<file path="config.mk">
export PLATFORM = sky130hd
export DESIGN_NAME = sub_shift_rows
export DESIGN_NICKNAME = d
export VERILOG_FILES = /design/src/rtl/sub_shift_rows.sv
export SDC_FILE = /design/constraint.sdc
export NUM_CORES = 1
export LEC_CHECK = 0
export CELL_PAD_IN_SITES_DETAIL_PLACEMENT = 1
export CELL_PAD_IN_SITES_GLOBAL_PLACEMENT = 1
export CORE_AREA = 2 2 230 277
export DETAILED_ROUTE_END_ITERATION = 10
export DIE_AREA = 0 0 232 279
export GPL_TIMING_DRIVEN = 1
export PLACE_DENSITY_LB_ADDON = 0.1
export SYNTH_ARGS = -nofsm -noshare
export SYNTH_HDL_FRONTEND = slang
export SYNTH_SLANG_ARGS = --single-unit
</file>
<file path="constraint.sdc">
create_clock -name clk -period 9.7 [get_ports clk]
set_input_delay 1.94 -clock clk [delete_from_list [all_inputs] [get_ports clk]]
set_output_delay 1.94 -clock clk [all_outputs]
set_load 0.05 [all_outputs]
</file>
<file path="src/rtl/sub_shift_rows.sv">
// Iterative AES SubBytes + ShiftRows stage: captures one 128-bit state,
// substitutes one column per cycle through four S-boxes, then holds the result.

module SboxLookup (
  input  logic [7:0] i_byte,
  output logic [7:0] o_byte
);

  localparam logic [7:0] SBOX [256] = '{
    8'h63, 8'h7c, 8'h77, 8'h7b, 8'hf2, 8'h6b, 8'h6f, 8'hc5, 8'h30, 8'h01, 8'h67, 8'h2b, 8'hfe, 8'hd7, 8'hab, 8'h76,
    8'hca, 8'h82, 8'hc9, 8'h7d, 8'hfa, 8'h59, 8'h47, 8'hf0, 8'had, 8'hd4, 8'ha2, 8'haf, 8'h9c, 8'ha4, 8'h72, 8'hc0,
    8'hb7, 8'hfd, 8'h93, 8'h26, 8'h36, 8'h3f, 8'hf7, 8'hcc, 8'h34, 8'ha5, 8'he5, 8'hf1, 8'h71, 8'hd8, 8'h31, 8'h15,
    8'h04, 8'hc7, 8'h23, 8'hc3, 8'h18, 8'h96, 8'h05, 8'h9a, 8'h07, 8'h12, 8'h80, 8'he2, 8'heb, 8'h27, 8'hb2, 8'h75,
    8'h09, 8'h83, 8'h2c, 8'h1a, 8'h1b, 8'h6e, 8'h5a, 8'ha0, 8'h52, 8'h3b, 8'hd6, 8'hb3, 8'h29, 8'he3, 8'h2f, 8'h84,
    8'h53, 8'hd1, 8'h00, 8'hed, 8'h20, 8'hfc, 8'hb1, 8'h5b, 8'h6a, 8'hcb, 8'hbe, 8'h39, 8'h4a, 8'h4c, 8'h58, 8'hcf,
    8'hd0, 8'hef, 8'haa, 8'hfb, 8'h43, 8'h4d, 8'h33, 8'h85, 8'h45, 8'hf9, 8'h02, 8'h7f, 8'h50, 8'h3c, 8'h9f, 8'ha8,
    8'h51, 8'ha3, 8'h40, 8'h8f, 8'h92, 8'h9d, 8'h38, 8'hf5, 8'hbc, 8'hb6, 8'hda, 8'h21, 8'h10, 8'hff, 8'hf3, 8'hd2,
    8'hcd, 8'h0c, 8'h13, 8'hec, 8'h5f, 8'h97, 8'h44, 8'h17, 8'hc4, 8'ha7, 8'h7e, 8'h3d, 8'h64, 8'h5d, 8'h19, 8'h73,
    8'h60, 8'h81, 8'h4f, 8'hdc, 8'h22, 8'h2a, 8'h90, 8'h88, 8'h46, 8'hee, 8'hb8, 8'h14, 8'hde, 8'h5e, 8'h0b, 8'hdb,
    8'he0, 8'h32, 8'h3a, 8'h0a, 8'h49, 8'h06, 8'h24, 8'h5c, 8'hc2, 8'hd3, 8'hac, 8'h62, 8'h91, 8'h95, 8'he4, 8'h79,
    8'he7, 8'hc8, 8'h37, 8'h6d, 8'h8d, 8'hd5, 8'h4e, 8'ha9, 8'h6c, 8'h56, 8'hf4, 8'hea, 8'h65, 8'h7a, 8'hae, 8'h08,
    8'hba, 8'h78, 8'h25, 8'h2e, 8'h1c, 8'ha6, 8'hb4, 8'hc6, 8'he8, 8'hdd, 8'h74, 8'h1f, 8'h4b, 8'hbd, 8'h8b, 8'h8a,
    8'h70, 8'h3e, 8'hb5, 8'h66, 8'h48, 8'h03, 8'hf6, 8'h0e, 8'h61, 8'h35, 8'h57, 8'hb9, 8'h86, 8'hc1, 8'h1d, 8'h9e,
    8'he1, 8'hf8, 8'h98, 8'h11, 8'h69, 8'hd9, 8'h8e, 8'h94, 8'h9b, 8'h1e, 8'h87, 8'he9, 8'hce, 8'h55, 8'h28, 8'hdf,
    8'h8c, 8'ha1, 8'h89, 8'h0d, 8'hbf, 8'he6, 8'h42, 8'h68, 8'h41, 8'h99, 8'h2d, 8'h0f, 8'hb0, 8'h54, 8'hbb, 8'h16
  };

  assign o_byte = SBOX[i_byte];

endmodule

module sub_shift_rows (
  input  logic         clk,
  input  logic         rst,
  input  logic         in_valid,
  output logic         in_ready,
  input  logic [127:0] data_in,
  output logic         out_valid,
  input  logic         out_ready,
  output logic [127:0] data_out
);

  typedef enum logic [1:0] {IDLE, SUB, HOLD} state_t;

  state_t       r_state;
  logic [127:0] r_src;
  logic [7:0]   r_dst [16];
  logic [1:0]   r_col;

  logic [7:0]   w_srcBytes [16];
  logic [7:0]   w_subBytes [4];
  logic         w_accept;

  for (genvar gk = 0; gk < 16; gk++) begin : gByte
    assign w_srcBytes[gk]              = r_src[127-8*gk -: 8];
    assign data_out[127-8*gk -: 8]     = r_dst[gk];
  end

  // Row r of output column col comes from source column (col + r) mod 4,
  // so the ShiftRows rotation is folded into the S-box read address.
  for (genvar gr = 0; gr < 4; gr++) begin : gRow
    logic [1:0] w_srcCol;
    assign w_srcCol = r_col + 2'(gr);
    SboxLookup uSbox (
      .i_byte (w_srcBytes[{w_srcCol, 2'(gr)}]),
      .o_byte (w_subBytes[gr])
    );
  end

  // Gated by rst so no handshake can complete during a reset cycle.
  assign in_ready  = !rst && ((r_state == IDLE) || ((r_state == HOLD) && out_ready));
  assign out_valid = !rst && (r_state == HOLD);
  assign w_accept  = in_valid && in_ready;

  always_ff @(posedge clk) begin
    if (rst) begin
      r_state <= IDLE;
      r_src   <= '0;
      r_col   <= '0;
      for (int i = 0; i < 16; i++) r_dst[i] <= '0;
    end else begin
      case (r_state)
        IDLE: begin
          if (w_accept) begin
            r_src   <= data_in;
            r_col   <= '0;
            r_state <= SUB;
          end
        end
        SUB: begin
          for (int i = 0; i < 4; i++) r_dst[{r_col, 2'(i)}] <= w_subBytes[i];
          r_col <= r_col + 2'd1;
          if (r_col == 2'd3) r_state <= HOLD;
        end
        HOLD: begin
          if (w_accept) begin
            r_src   <= data_in;
            r_col   <= '0;
            r_state <= SUB;
          end else if (out_ready) begin
            r_state <= IDLE;
          end
        end
        default: r_state <= IDLE;
      endcase
    end
  end

endmodule
</file>
==> results.md <==
- Outcome: completed
- CTS Buf Count: 29
- Type of the most critical hold path: flip-flop to flip-flop
- Final worst-path cycle share: 63.5%
- Detailed Route WL: approximately 120000 um
- Final Critical Period: 6.16 ns
- Top FF cell, synth: dfxtp_1
- FP Rows: 100
- Clock transition at path regs: 0.06 ns
- Pwr dens: 134 mW/mm^2
- Sw Ratio: 39.3%
- Reg2reg path depth: 12
- Final Max Slew Viols: 0
- Synth top area share: between 10% and 20%
- Sequential share of power: about a third
- Iteration-0 DRC Markers: 3648
- Psw: 0.00146 W
- VDD IR max: 0.131 mV
- Largest stage delay on the critical path: 1.00 ns
- Reg2Reg Setup Slack: 3.54 ns
- Clk sink count: 260
- Filler cells: 7481
- Grt ovf: 0
- Core Box Area: 0.0619 mm^2
- Crit Path Class: flip-flop to flip-flop
- CTS max path bufs: 3
- #FFs+latches synth: 260
- Root Driver: clkbuf_16
- Ranking of synthesized cells by area: edfxtp_1 (16%), dfxtp_1 (11%), nand2_1 (6.4%)
- WP data arrival: 6.46 ns
- P&R area growth vs syn: 13.2%
- Slowest-stage cell, CP: mux4_2
- Post-route cell area: about 0.028 mm^2
- Reg-to-reg startpoint: r_col[0]
- Max-slew headroom: between 30 and 40%
- Worst skew pair latency: 0.58 ns
- Synth Cell Area: 0.0246 mm^2
- CP cell instances: inv_1 -> ha_2 -> mux4_2 -> inv_1 -> ha_1 -> inv_1 -> mux2i_1 -> mux2i_1 -> mux2i_1 -> a211oi_1 -> a2111oi_2 -> nor2_1
- Synth Area per Inst: around 7.8 um^2
- Crit path capture type: flip-flop
- CP endpoint: r_dst[0][30]
- Post-Place Cell Area: 0.0269 mm^2
- Initial Util: 39.7%
- IO buf count: 261
- Startpoint types: flip-flop
- Post-CTS Setup Bufs: 0
- Unrepaired setup endpoints after global routing: no
- CP Data Required Time: 10.00 ns
- RePlAce Congestion: around 1.0
- Drc violations: 0
- Synthesized instance count: 3143
- First-pass GRT wire length: 174000 um
- Final setup violation count: 0
- Crit path from: r_col[0]
- Die width: 232 um
- Number of gates resized after CTS: 0
- Total vias in the final route: 27.5k
- Sequential share of the synthesized area: 26.4%
- Max Clk Rate: 162 MHz
- Worst path depth: 12
- Die ar.: between 0.06 and 0.07 mm^2
- Total nets after synthesis: 3335
- Synth unique cells: 95
- # H-tree levels: 1
- I/O pin total: roughly 260
- Post-synth EDFFs: between 100 and 150
- Yosys warning count: 0
- First-pass DRT Iterations: 7
- Worst path bufs/invs: 3
- Asr flop ratio synth: 0%
- Max-cap violation count: 0
- Clock group share of total power: between 20 and 30%
- Slew of the pin with the lowest slew margin: 1.04 ns
- Worst r2r dst: r_dst[0][30]
- Gate power share: 38.5%
- GRT Overall Usage: between 30% and 40%
- TritonCTS clock tree: built
- Die Height: roughly 280 um
- Via density: a little under 7
- Cts hold-fix bufs: 0
- Final hold vios: 0
- Final Skew: roughly 0.014 ns
- Post-layout util: 45.0%
- Leakage: about 9.0 nW
- Largest net degree at the start of global routing: 99
- Initial antenna violation count: 26
- Post-Route Setup TNS: 0 ns
- Post-DP HPWL: 79600 um
- Wire per inst: about 30 um
- Synth area leader: edfxtp_1
- Crit path max-delay family: adder cells
- Vias in the first global route: approximately 27k
- Post-layout nets: 3309
- Share of cells above drive strength 1: 7.40%
- ANT nets after route: 0
- Hold Path Stages: 2
- Hold Startpoint: r_src[30]
- Internal Pwr Total: 0.00226 W
- CP Max Fanout: 45
[kinds of logic (layout without fill, tap and decap cells)]
group / count (synthesis) / count (layout) / synth area share, %
xor+xnor: 17 / 17 / 0.635
other cells: 0 / 18 / 0
flops: 260 / 260 / 26.4
mux: 212 / 212 / 10.9
compound gates: 1065 / 1065 / 29.8
fa+ha+maj: 60 / 60 / 3.05
simple gates: 1116 / 1116 / 21.5
buf+inv: 413 / 405 / 7.70
[through the flow]
stage	worst slack (ns)	hold slack [ns]	instances	power [W]
global route	3.27	0.476	3969	0.00386
CTS	3.57	0.456	3951	0.00370
floorplan	4.49	0.433	3143	0.00219
detailed placement	3.59	0.447	3902	0.00264
global placement	3.76	0.440	3902	0.00262
finish	3.54	0.457	3969	0.00372
[routing by layer]
metal	routed length [um]	up-vias	part of all wire, %	GRT usage, %
met2	54100	1716	46	56.1
met1	45200	13577	39	44.4
li1	-	11818	-	-
met4	7190	14	6.1	19.2
met5	80	-	0.068	0
met3	10300	418	8.8	5.20
[layout by cell type, fill, tap and decap left out, types with 18 or more instances in the layout]
cell type | synthesis | layout
o22ai_1 | 33 | 33
a311oi_1 | 31 | 31
buf_4 | 18 | 50
o221ai_1 | 39 | 39
a211oi_1 | 63 | 63
or2_2 | 21 | 21
and2_1 | 55 | 54
a32oi_1 | 19 | 19
nand3_1 | 87 | 87
o21ai_0 | 151 | 151
dfxtp_1 | 132 | 130
o21a_1 | 18 | 18
nand2b_1 | 71 | 67
a221o_1 | 21 | 21
a221oi_1 | 26 | 26
or3_1 | 27 | 27
o31ai_1 | 34 | 34
diode_2 | 0 | 18
nor2b_1 | 52 | 52
inv_1 | 40 | 39
mux2_2 | 40 | 40
mux4_2 | 41 | 37
nor2_1 | 196 | 196
o2111ai_1 | 20 | 20
nor3_1 | 93 | 93
a21oi_1 | 288 | 288
ha_1 | 60 | 59
nand2_1 | 422 | 421
o311ai_0 | 42 | 42
clkbuf_16 | 0 | 29
edfxtp_1 | 128 | 128
nor3b_1 | 19 | 19
a31oi_1 | 49 | 49
nand4_1 | 20 | 20
mux2i_1 | 131 | 130
o211ai_1 | 52 | 52
clkdlybuf4s50_1 | 0 | 260
[tightest hold or removal path: stages (launching register included)]
cell     delay (ns)
dfxtp_1        0.31
nand2_1        0.05
a21oi_1        0.05
[cell usage after synthesis, drive strengths merged, types with 32 or more instances]
cell,number
mux2i,131
o31ai,34
o211ai,53
dfxtp,132
nand2b,72
and2,61
a21oi,288
o21ai,155
edfxtp,128
o221ai,39
nand2,423
inv,43
a311oi,32
o311ai,46
ha,60
a211oi,65
nor2,198
nand3,87
o22ai,33
nor2b,53
clkbuf,201
buf,166
a31oi,49
mux4,41
nor3,93
mux2,40
[how the worst min path moves through the flow]
stage | end | slack [ns]
6_report | r_src[30] | 0.46
5_1_grt | r_src[73] | 0.48
4_1_cts | r_src[25] | 0.46
3_5_place_dp | r_src[24] | 0.45
3_3_place_gp | r_src[30] | 0.44
2_1_floorplan | r_src[16] | 0.43
[sequential cells by signal (all words and copies together) (netlist names)]
| name | cells |
|---|---|
| r_col | 2 |
| r_dst | 128 |
| r_src | 128 |
| r_state | 2 |
[power by group through the flow]
stage / Sequential, W / Clock, W / Combinational [W]
after global placement: 0.00125 / 0 / 0.00137
final: 0.00123 / 0.00106 / 0.00143
after detailed placement: 0.00126 / 0 / 0.00138
after floorplan: 0.00134 / 0 / 0.000852
after CTS: 0.00123 / 0.00108 / 0.00139
after global routing: 0.00124 / 0.00111 / 0.00150
[final cells by class]
cell class	instances	area (um^2)	area share, %
diodes	18	45.0	0.162
clock buffers	40	827	2.97
clock inverters	9	55.1	0.198
inverters	46	174	0.624
multi-input cells	2470	16300	58.4
flip-flops and latches	260	6490	23.3
well taps	816	1020	3.66
repair buffers	310	2980	10.7
(Power assumes the default switching activity.)
